`config.mk`:
```
export PLATFORM = sky130hd
export DESIGN_NAME = fifo_tx_reader
export DESIGN_NICKNAME = d
export VERILOG_FILES = /design/src/rtl/fifo_tx_reader.sv
export SDC_FILE = /design/constraint.sdc
export NUM_CORES = 1
export LEC_CHECK = 0
export ABC_AREA = 1
export CAP_MARGIN = 20
export CORE_AREA = 10 10 68 70
export CTS_CLUSTER_SIZE = 24
export DETAILED_ROUTE_END_ITERATION = 10
export DIE_AREA = 0 0 78 80
export PLACE_DENSITY_LB_ADDON = 0.12
export SETUP_SLACK_MARGIN = 0.05
export SKIP_LAST_GASP = 1
export SLEW_MARGIN = 15
export SYNTH_ARGS = -nofsm -noshare
export SYNTH_HDL_FRONTEND = slang
export SYNTH_SLANG_ARGS = --single-unit
```
`constraint.sdc`:
```
create_clock -name clk -period 1.99 [get_ports clk]
set_input_delay 0.398 -clock clk [delete_from_list [all_inputs] [get_ports clk]]
set_output_delay 0.398 -clock clk [all_outputs]
set_load 0.01 [all_outputs]
```
`src/rtl/fifo_tx_reader.sv`:
```
// Read-side consumer for the show-ahead register-file FIFO: pops one byte per
// frame and shifts it out on tx as 8N1 UART, back-to-back when data is waiting.
module fifo_tx_reader #(
    parameter int CLKS_PER_BIT = 10417
) (
    input  logic       clk,
    input  logic       reset,
    input  logic       tx_en,
    input  logic       fifo_empty,
    input  logic [7:0] fifo_rdata,
    output logic       fifo_rd,
    output logic       tx,
    output logic       tx_busy,
    output logic       tx_done
);

    localparam int CNT_W = $clog2(CLKS_PER_BIT);
    localparam logic [CNT_W-1:0] CNT_LAST = CNT_W'(CLKS_PER_BIT - 1);

    localparam logic [1:0] IDLE  = 2'd0;
    localparam logic [1:0] START = 2'd1;
    localparam logic [1:0] DATA  = 2'd2;
    localparam logic [1:0] STOP  = 2'd3;

    logic [1:0]       state;
    logic [CNT_W-1:0] baud_cnt;
    logic [2:0]       bit_idx;
    logic [7:0]       shift_reg;
    logic             bit_end;

    assign bit_end = (baud_cnt == CNT_LAST);

    // The pop is only legal in IDLE or on the final STOP cycle, which is what
    // lets the next frame start with no idle gap.
    assign fifo_rd = reset & tx_en & ~fifo_empty &
                     ((state == IDLE) | ((state == STOP) & bit_end));
    assign tx_busy = (state != IDLE);

    always_ff @(posedge clk) begin
        if (!reset) begin
            state     <= IDLE;
            baud_cnt  <= '0;
            bit_idx   <= '0;
            shift_reg <= '0;
            tx        <= 1'b1;
            tx_done   <= 1'b0;
        end else begin
            // NOTE: non-blocking assignments here, so every branch below sees
            // the pre-edge register values (tx <= shift_reg[1] relies on it).
            tx_done <= 1'b0;
            case (state)
                IDLE: begin
                    baud_cnt <= '0;
                    if (fifo_rd) begin
                        shift_reg <= fifo_rdata;
                        state     <= START;
                        tx        <= 1'b0;
                    end
                end
                START: begin
                    if (bit_end) begin
                        baud_cnt <= '0;
                        bit_idx  <= '0;
                        state    <= DATA;
                        tx       <= shift_reg[0];
                    end else begin
                        baud_cnt <= baud_cnt + 1'b1;
                    end
                end
                DATA: begin
                    if (bit_end) begin
                        baud_cnt  <= '0;
                        shift_reg <= shift_reg >> 1;
                        if (bit_idx == 3'd7) begin
                            state <= STOP;
                            tx    <= 1'b1;
                        end else begin
                            bit_idx <= bit_idx + 1'b1;
                            tx      <= shift_reg[1];
                        end
                    end else begin
                        baud_cnt <= baud_cnt + 1'b1;
                    end
                end
                STOP: begin
                    if (bit_end) begin
                        baud_cnt <= '0;
                        tx_done  <= 1'b1;
                        if (fifo_rd) begin
                            shift_reg <= fifo_rdata;
                            state     <= START;
                            tx        <= 1'b0;
                        end else begin
                            state <= IDLE;
                        end
                    end else begin
                        baud_cnt <= baud_cnt + 1'b1;
                    end
                end
            endcase
        end
    end

endmodule

```
==> summary.md <==
| Metric | Value |
|---|---|
| Post-synthesis instance area | `1570 µm²` |
| Worst slew pin tran | `0.331 ns` |
| WHS | `0.466 ns` |
| CP Cell Sequence | `inv_1, ha_1, nand3_2, nor2_4, nand3_2, nand2_2, nand2_2, inv_2, buf_6` |
| Required @ worst endpoint | `1.59 ns` |
| Synth unique cells | `29` |
| Pin count of the biggest net entering global routing | `13` |
| Initial DRC count | `55` |
| GRT Total Usage | `10.8%` |
| Core Area | `3280 µm²` |
| Row count | `21` |
| Yosys reg bits | `29` |
| Reg2Reg Setup Slack | `0.30 ns` |
| FF-to-FF Start | `state[1]$_SDFFE_PN0P_` |
| Vias per cell | `4.54` |
| DRC Markers | `0` |
| Area fraction of the dominant cell type after synthesis | `36.9%` |
| Min Clock Period, post-route | `1.83 ns` |
| Pwr/cell area | `1100 nW/µm²` |
| Syn Area/Cell | `7.03 µm²` |
| Post-Synth Adder-Cell Area | `7.15%` |
| Final instance area | `1960 µm²` |
| Layout Cells excl Fill | `305` |
| Post-DP Area | `1870 µm²` |
| Most common cell after layout, fill and taps aside | `nand2_1` |
| IO Port Bufs | `15` |
| Most frequent cells in the layout | `nand2_1, inv_1, nor2_1` |
| Depth of the worst hold-timing path | `2` |
| Normalized max-slew margin | `77.9%` |
| Worst-path clk slew | `0.10 ns` |
| Post-synthesis mux area share | `0.636%` |
| CP endpoint kind | `output port` |
| 1st-pass router iterations | `4` |
| Worst setup margin | `0.164 ns` |
| CTS sink cnt | `29` |
| Net count after synthesis | `245` |
| GP Congestion | `0.829` |
| WL/cell | `9.94 µm` |
| Clock skew | `0.00595 ns` |
| DR vias | `1,386` |
| Vias in the first global route | `1,279` |
| Max reg flops | `14` |
| Post-CTS Hold Fix Bufs | `0` |
| Reg2Reg Depth | `9` |
| CP max stage cell | `dfxtp_2` |
| Period utilisation layout | `91.8%` |
| Detail Placement HPWL | `2280 µm` |
| ANT nets after route | `0` |
| Filler cells | `331` |
| Reg-to-reg endpoint | `shift_reg[2]$_SDFFE_PN0P_` |
| I/O pin cnt | `16` |
| Yosys warnings | `0` |
| Top post-synthesis cells by area | `dfxtp_1, nand2_1, inv_1` |
| Share of layout cells above drive strength 1 | `18.5%` |
| Worst-path fanout max | `3` |
| Pwr Total | `2.15 mW` |
| Worst Hold Class | `reg2reg` |
| Critical path class | `reg2out` |
| CTS tree | `built` |
| Largest family of logic cells by synthesized area | `simple AND/OR/NAND/NOR gates` |
| Max Cap Viol | `0` |
| Buf+Inv Stages, Crit Path | `3` |
| Syn Inst Count | `224` |
| Largest delay contributor family on the critical path | `simple AND/OR/NAND/NOR gates` |
| Cell count after placement | `296` |
| CP Data Arrival Time | `1.43 ns` |
| VDD IR max | `0.570 mV` |
| Element type at the critical path start | `flip-flop` |
| Slew Limit Fails | `0` |
| Seq/Total Area, Yosys | `36.9%` |
| Final hold vios | `0` |
| Setup Viol. Count Final | `0` |
| Diode count | `0` |
| Layout net count | `279` |
| Synthesis-to-finish area growth | `24.3%` |
| Synth area leader | `dfxtp_1` |
| Worst skew pair latency | `0.34 ns` |
| Overflow after GRT | `0` |
| H-tree Lvls | `2` |
| Simple-Gate Fraction of Synth Area | `32.4%` |
| CP peak stage delay | `0.34 ns` |
| Fmax | `547 MHz` |
| Die X | `78 µm` |
| Chip height | `80 µm` |
| WL final | `3030 µm` |
| CTS Buffer Depth | `2` |
| Starting Density | `47.9%` |
| Clock Tree Root | `clkbuf_4` |
| CTS Buf Count | `5` |
| Synth Area in Compound Gates | `11.2%` |
| First-pass GRT wire length | `5460 µm` |
| Min-Delay Endpoint | `tx$_SDFFE_PN1P_` |
| Place WS | `-0.109 ns` |
| RSZ-0062 raised after global routing | `no` |
| Antenna violations before repair | `0` |
| Hold_sp | `tx$_SDFFE_PN1P_` |
| Die ar. | `6240 µm²` |
| Outcome | `complete, no violations` |
| P_leak | `0.930 nW` |
| Post-Synth XOR/XNOR Area | `1.67%` |
[cell families after synthesis]
kind of cell,after synthesis
and+or+nand+nor,111
buffers and inverters,40
AOI/OAI and AO/OA,31
DFF,29
adders and majority gates,9
xor gates and xnor gates,3
muxes,1
[layout make-up]
class / instances / area (µm²) / share of cell area [%]
Sequential cell: 29 / 583 / 29.8
Inverter: 37 / 139 / 7.10
Multi-Input combinational cell: 155 / 845 / 43.2
Timing Repair Buffer: 30 / 263 / 13.4
Tap cell: 46 / 57.6 / 2.94
Clock buffer: 7 / 65.1 / 3.32
Clock inverter: 1 / 5.00 / 0.256
[how the worst max path moves through the flow]
stage,start,endpoint,slack [ns],cells past startpoint
after global routing,state[1]$_SDFFE_PN0P_,fifo_rd,0.05,7
after global placement,reset,fifo_rd,-0.07,6
after detailed placement,reset,fifo_rd,-0.11,6
after floorplan,state[0]$_SDFFE_PN0P_,shift_reg[1]$_SDFFE_PN0P_,0.30,9
after CTS,baud_cnt[1]$_SDFF_PP0_,fifo_rd,-0.05,9
final,baud_cnt[1]$_SDFF_PP0_,fifo_rd,0.16,9
[worst min-delay path, stage by stage, from the launching register on]
cell and delay, ns:
dfxtp_1 0.34, nand2_1 0.05, nand3_1 0.05
[per-stage QoR]
| stage | TNS [ns] | utilization (%) |
|---|---|---|
| 2_1_floorplan | 0 | - |
| 3_3_place_gp | -0.0721 | 56.8 |
| 3_5_place_dp | -0.109 | 56.8 |
| 4_1_cts | -0.0506 | 58.9 |
| 5_1_grt | 0 | 59.6 |
| 6_report | 0 | 59.6 |
[routing by layer]
| layer | wire length, µm | track usage [%] | share of wire (%) | vias up |
|---|---|---|---|---|
| met5 | 0 | 0 | 0 | - |
| met4 | 42 | 3.76 | 1.4 | 0 |
| met3 | 138 | 5.07 | 4.5 | 5 |
| met2 | 1360 | 17.2 | 45 | 20 |
| met1 | 1500 | 12.4 | 49 | 592 |
| li1 | - | - | - | 769 |
[Yosys cell counts, drive strengths merged]
library cell / number
nand2: 53
inv: 37
nor2: 36
dfxtp: 29
nand3: 15
o21ai: 15
a21oi: 13
ha: 9
nor3: 3
xor2: 3
buf: 2
nand4: 2
a31o: 1
clkbuf: 1
mux2i: 1
nand3b: 1
nor3b: 1
o2111ai: 1
o211ai: 1
[where the power goes]
part / switching [mW] / total [mW] / internal, mW
registers: 0.0501 / 0.732 / 0.682
logic: 0.589 / 0.991 / 0.402
clock network: 0.221 / 0.425 / 0.205
total: 0.859 / 2.15 / 1.29
[what timing repair did]
action | in CTS | in global routing
pin swaps | 0 | 2
setup endpoints to repair | 2 | 1
buffers inserted | 0 | 1
resized for setup | 3 | 8
Power figures use the tool's default switching activity.
